File: src/rtl/hazard_sched_unit.sv
// Pipeline hazard scheduler: stall/flush/forwarding control for a 5-stage RISC-V core.
// Registered FSM handles load-use masking and fetch-wait redirect deferral.
module hazard_sched_unit #(
  parameter int unsigned CNT_W = 16
) (
  input  logic             clk,
  input  logic             reset,
  input  logic [6:0]       id_opcode,
  input  logic [4:0]       id_rs1,
  input  logic [4:0]       id_rs2,
  input  logic             ex_mem_read,
  input  logic [4:0]       ex_rd,
  input  logic [4:0]       ex_rs1,
  input  logic [4:0]       ex_rs2,
  input  logic             mem_reg_write,
  input  logic [4:0]       mem_rd,
  input  logic             wb_reg_write,
  input  logic [4:0]       wb_rd,
  input  logic             mem_branch_taken,
  input  logic             imem_wait,
  output logic             pc_write,
  output logic             pc_sel_target,
  output logic             if_id_write,
  output logic             if_id_flush,
  output logic             id_ex_flush,
  output logic             ex_mem_flush,
  output logic             id_ex_bubble,
  output logic [1:0]       forward_a,
  output logic [1:0]       forward_b,
  output logic [1:0]       state,
  output logic [CNT_W-1:0] stall_cnt,
  output logic [CNT_W-1:0] flush_cnt
);

  typedef enum logic [1:0] {
    StRun       = 2'd0,
    StLuStall   = 2'd1,
    StImemWait  = 2'd2,
    StRedirPend = 2'd3
  } state_e;

  state_e           state_q, state_d;
  logic [CNT_W-1:0] stall_cnt_q, flush_cnt_q;
  logic             stall_inc, flush_inc;
  logic             uses_rs1, uses_rs2, lu_hz;

  always_comb begin
    uses_rs1 = 1'b0;
    uses_rs2 = 1'b0;
    case (id_opcode)
      7'b0000011, 7'b0010011: uses_rs1 = 1'b1;
      7'b0100011, 7'b1100011, 7'b0110011: begin
        uses_rs1 = 1'b1;
        uses_rs2 = 1'b1;
      end
      default: ;
    endcase
  end

  assign lu_hz = ex_mem_read && (ex_rd != 5'd0) &&
                 ((uses_rs1 && (ex_rd == id_rs1)) || (uses_rs2 && (ex_rd == id_rs2)));

  // Priority: branch, fetch wait, deferred redirect, load-use, run.
  always_comb begin
    pc_write      = 1'b1;
    if_id_write   = 1'b1;
    pc_sel_target = 1'b0;
    if_id_flush   = 1'b0;
    id_ex_flush   = 1'b0;
    ex_mem_flush  = 1'b0;
    id_ex_bubble  = 1'b0;
    stall_inc     = 1'b0;
    flush_inc     = 1'b0;
    state_d       = StRun;
    if (mem_branch_taken) begin
      id_ex_flush  = 1'b1;
      ex_mem_flush = 1'b1;
      flush_inc    = 1'b1;
      if (imem_wait) begin
        pc_write    = 1'b0;
        if_id_write = 1'b0;
        state_d     = StRedirPend;
      end else begin
        if_id_flush   = 1'b1;
        pc_sel_target = 1'b1;
      end
    end else if (imem_wait) begin
      pc_write     = 1'b0;
      if_id_write  = 1'b0;
      id_ex_bubble = 1'b1;
      stall_inc    = 1'b1;
      state_d      = (state_q == StRedirPend) ? StRedirPend : StImemWait;
    end else if (state_q == StRedirPend) begin
      if_id_flush   = 1'b1;
      pc_sel_target = 1'b1;
      id_ex_bubble  = 1'b1;
    end else if (lu_hz && (state_q != StLuStall)) begin
      pc_write     = 1'b0;
      if_id_write  = 1'b0;
      id_ex_bubble = 1'b1;
      stall_inc    = 1'b1;
      state_d      = StLuStall;
    end
  end

  always_comb begin
    forward_a = 2'b00;
    if (mem_reg_write && (mem_rd != 5'd0) && (mem_rd == ex_rs1)) begin
      forward_a = 2'b10;
    end else if (wb_reg_write && (wb_rd != 5'd0) && (wb_rd == ex_rs1)) begin
      forward_a = 2'b01;
    end
    forward_b = 2'b00;
    if (mem_reg_write && (mem_rd != 5'd0) && (mem_rd == ex_rs2)) begin
      forward_b = 2'b10;
    end else if (wb_reg_write && (wb_rd != 5'd0) && (wb_rd == ex_rs2)) begin
      forward_b = 2'b01;
    end
  end

  always_ff @(posedge clk or negedge reset) begin
    if (!reset) begin
      state_q     <= StRun;
      stall_cnt_q <= '0;
      flush_cnt_q <= '0;
    end else begin
      state_q <= state_d;
      if (stall_inc && (stall_cnt_q != '1)) stall_cnt_q <= stall_cnt_q + CNT_W'(1);
      if (flush_inc && (flush_cnt_q != '1)) flush_cnt_q <= flush_cnt_q + CNT_W'(1);
    end
  end

  assign state     = state_q;
  assign stall_cnt = stall_cnt_q;
  assign flush_cnt = flush_cnt_q;

endmodule

File: config.mk
export PLATFORM = sky130hd
export DESIGN_NAME = hazard_sched_unit
export DESIGN_NICKNAME = d
export VERILOG_FILES = /design/src/rtl/hazard_sched_unit.sv
export SDC_FILE = /design/constraint.sdc
export NUM_CORES = 1
export LEC_CHECK = 0
export CAP_MARGIN = 20
export CORE_MARGIN = 10
export CORE_UTILIZATION = 38
export CTS_CLUSTER_SIZE = 10
export DETAILED_ROUTE_END_ITERATION = 8
export PLACE_DENSITY = 0.75
export SLEW_MARGIN = 20
export SYNTH_ARGS = -nofsm -noshare
export SYNTH_HDL_FRONTEND = slang
export SYNTH_SLANG_ARGS = --single-unit
File: constraint.sdc
create_clock -name clk -period 2.5 [get_ports clk]
set_input_delay 0.75 -clock clk [delete_from_list [all_inputs] [get_ports clk]]
set_output_delay 0.75 -clock clk [all_outputs]
set_load 0.01 [all_outputs]
==> summary.txt <==
Clocking
  – Cts hold-fix bufs: 0
  – CTS Buffer Depth: 2
  – CTS Root Cell: clkbuf_8
  – CTS Buf Count: 5
  – Clock sinks: 34
  – CTS tree: done
  – Clock latency at the later pin of the worst-skew pair: 0.29 ns
  – CTS clk-pin slew, worst paths: 0.06 ns
  – H-Tree Depth: 2

Setup path
  – Critical path cell sequence: buf_6, buf_6, xor2_2, or4_4, nor4_2, buf_2
  – Slowest cell on crit path: or4_4
  – Reg-to-Reg End: stall_cnt[4]
  – Crit path max fanout: 2
  – CP endpoint kind: output port
  – Worst Setup Path Type: in -> out
  – Worst Path Required: 1.75 ns
  – Reg-to-reg critical path startpoint: stall_cnt[8]
  – Worst R2R Path Depth: 7
  – Critical Path Start Type: input port
  – CP peak stage delay: 0.51 ns
  – Worst R2R Setup Slack: 0.38 ns
  – CP most frequent cell: buf_6
  – Crit path DAT: 2.07 ns

Cells and area
  – Fillers: 416
  – Fraction of final layout cells with drive strength greater than 1: 32.6%
  – Final Non-Filler Cells: 407
  – Finished Core Util: 67.8%
  – Fin nets: 387
  – Multi-input combinational cell area: 1340 um^2
  – Sequential cell area: 851 um^2
  – Layout overhead on the synthesized area: 70.6%
  – Antenna cells: 0

Floorplan
  – Ports: 94
  – Core area: 5170 um^2
  – Die Ht: 93.5 um
  – Die width: 93.5 um
  – Floorplan row count: 26
  – Initial Utilization: 39.7%
  – Die Area: 8750 um^2

Global route
  – Initial antenna violation count: 0
  – Grt ovf: 0
  – Largest net degree at the start of global routing: 35
  – First-pass GRT wire length: 11.0 mm
  – Vias in the first global route: 2210
  – Tot GR Track Use: 15.5%

Logic synthesis
  – Sequential share of the synthesized area: 41.4%
  – Distinct cells, synth: 32
  – FF+latch count, synth: 34
  – Syn_area_per_cell: 9.88 um^2
  – Simple-gate share of the synthesized area: 22.8%
  – Post-Syn Area: 2050 um^2
  – Synth Area in XOR/XNOR: 23.0%
  – Synth Area in Compound Gates: 5.79%
  – Largest family of logic cells by synthesized area: XOR/XNOR gates
  – Mapped Nets: 259
  – Multiplexer share of the synthesized area: 2.38%
  – Yosys synthesis warning count: 0
  – Post-synthesis adder-cell area fraction: 1.22%
  – Gate Count Post-Synth: 208

Place
  – Detailed placement HPWL: 5.29 mm
  – Port Buf Inserts: 93
  – Placed cell count: 393
  – Final Wtd Congestion: 0.874

Pwr
  – Cell Pwr Density: 571 nW/um^2
  – Worst vdd ir: 0.486 mV
  – Switching Share: 32.3%
  – Leak: 1.55 nW
  – Gate power share: 36.2%
  – Register share of total power: 40.0%
  – Pint: 0.00135 W
  – Clock share of power: 23.8%
  – Switch Pwr: 0.000646 W

Route
  – Vias post-DR: 2046
  – DRC errors left: 0
  – DRT Pass-1 Iters: 4
  – Post-DRT Antenna Nets: 0
  – Vias per Instance: 5.03
  – Final wirelength: 6.72 mm
  – Initial DRC count: 55
  – Routed length per instance: 16.5 um

STA
  – Final setup viols: 7
  – Max Freq: 355 MHz
  – Slew margin rel.: 71.5%
  – PnR worst setup slack: -0.320 ns
  – Hold Slack: 0.510 ns
  – Slew @ Worst Pin: 0.428 ns
  – Post-layout min period: 2.82 ns
  – Fin crit share: 113%
  – Clock Skew: 0.00469 ns
  – RSZ-0062 raised after global routing: yes
  – Final Hold Viols: 0
  – Final Slew Violations: 0

Run status
  – Outcome: finished with violations
  – Failing checks: setup timing

Min path
  – Worst min-delay path startpoint: flush_cnt[14]
  – Hold endpoint: flush_cnt[14]
  – Min-delay worst type: reg -> reg
  – Hold path cells: 1

Flow run
  – Max cap viols: 0
-- routing by layer --
| metal | vias to the layer above | routed length (um) | GRT usage (%) |
|---|---|---|---|
| met3 | 11 | 464 | 4.72 |
| met1 | 986 | 2520 | 17.3 |
| met4 | 0 | 95 | 4.18 |
| met2 | 53 | 3640 | 27.6 |
| met5 | - | 0 | 0 |
| li1 | 996 | - | - |
-- stage by stage --
step / area [um^2] / worst slack [ns] / total power [W] / TNS, ns
after global placement: 3290 / -1.10 / 0.00151 / -10.71
final: 3500 / -0.320 / 0.00200 / -1.47
after CTS: 3510 / -0.401 / 0.00201 / -1.70
after global routing: 3500 / -0.365 / 0.00212 / -1.78
after detailed placement: 3290 / -1.14 / 0.00152 / -12.51
after floorplan: 2100 / -0.121 / 0.00108 / -0.264
-- cells in the final DEF (no fill, tap or decap), types with 2 or more instances in the layout --
cell type        synthesis  routed
xnor2_2                  0       2
buf_6                    1      12
xor2_2                   0       5
and4_1                   2       2
dlygate4sd2_1            0      15
clkdlybuf4s15_1          0       3
inv_1                    2       2
a31oi_1                  3       3
nor4_4                   0       3
dfrtp_1                 34      34
ha_1                     2       2
buf_2                    4      14
a21oi_1                  8       7
xnor2_1                 29      27
nor3_1                   3       3
buf_4                    4      33
dlymetal6s2s_1           0       2
mux2_2                   3       3
or4_1                    6       2
nor2_2                   0       2
nand4_1                 16      16
o21ai_4                  0       2
clkdlybuf4s50_1          0      41
nor4_2                   0       3
clkbuf_2                 0       9
and3_1                   9       9
nand3_1                 16      15
o21bai_4                 0       2
nand2_1                 10      10
or4_4                    0       4
nor2_1                   9       7
xor2_1                  25      20
clkbuf_8                 0       8
nor2b_1                  2       2
-- final cells by class --
cell class	count	area share (%)
tap	70	2.50
clock buffer	8	3.14
inverter	2	0.214
timing repair buffer	130	31.6
sequential	34	24.3
multi-input combinational	163	38.3
-- how the worst max path moves through the flow --
stage	from	to	cells after the start
after floorplan	ex_rd[1]	id_ex_bubble	5
after global placement	wb_rd[4]	forward_a[0]	6
after detailed placement	wb_rd[4]	forward_a[0]	6
after CTS	mem_rd[2]	forward_b[0]	7
after global routing	wb_rd[3]	forward_b[0]	6
final	wb_rd[2]	forward_a[0]	6
-- synthesized netlist by cell type (all sizes together) --
master	count	area, um^2
nor2b	2	12.5
a21oi	8	40.0
nand2	10	37.5
mux2	4	48.8
nand2b	1	6.26
nor2	9	33.8
xnor2	29	254
nor3	3	15.0
dfrtp	34	851
o31a	1	8.76
ha	2	25.0
and4	2	17.5
or4	6	45.0
o21ai	4	23.8
a31oi	3	18.8
and3	9	56.3
nand4	16	100
xor2	25	219
inv	2	7.51
nor4	7	43.8
o21bai	2	18.8
buf	9	61.3
nand3	16	80.1
a2bb2oi	1	8.76
and2	3	21.3
-- cells by family after synthesis --
| group | after synthesis |
|---|---|
| adder cells (fa/ha/maj) | 2 |
| XOR/XNOR | 54 |
| AO/OA/AOI/OAI | 19 |
| flip-flops | 34 |
| multiplexers | 4 |
| buffers and inverters | 11 |
| AND/OR/NAND/NOR | 84 |
-- state kept, by name (all words and copies together), names as in the netlist --
signal,cells
flush_cnt,16
stall_cnt,16
state,2
-- critical path: cells and delay by family --
kind	cells	cell delay (ns)
AND/OR/NAND/NOR	2	0.77
buffers and inverters	3	0.38
XOR/XNOR	1	0.17
-- power by group through the flow --
stage	combinational, W	sequential, W	clock [W]
after CTS	0.000728	0.000796	0.000488
after global placement	0.000702	0.000804	0
final	0.000724	0.000800	0.000477
after detailed placement	0.000714	0.000804	0
after global routing	0.000782	0.000819	0.000520
after floorplan	0.000257	0.000827	0
-- timing repair --
| action | CTS | global route |
|---|---|---|
| setup endpoints to repair | 17 | 9 |
| pin swaps | 35 | 15 |
| buffers inserted | 5 | 1 |
| resized for setup | 150 | 30 |
Note: power is estimated with default switching activity, not from simulation.
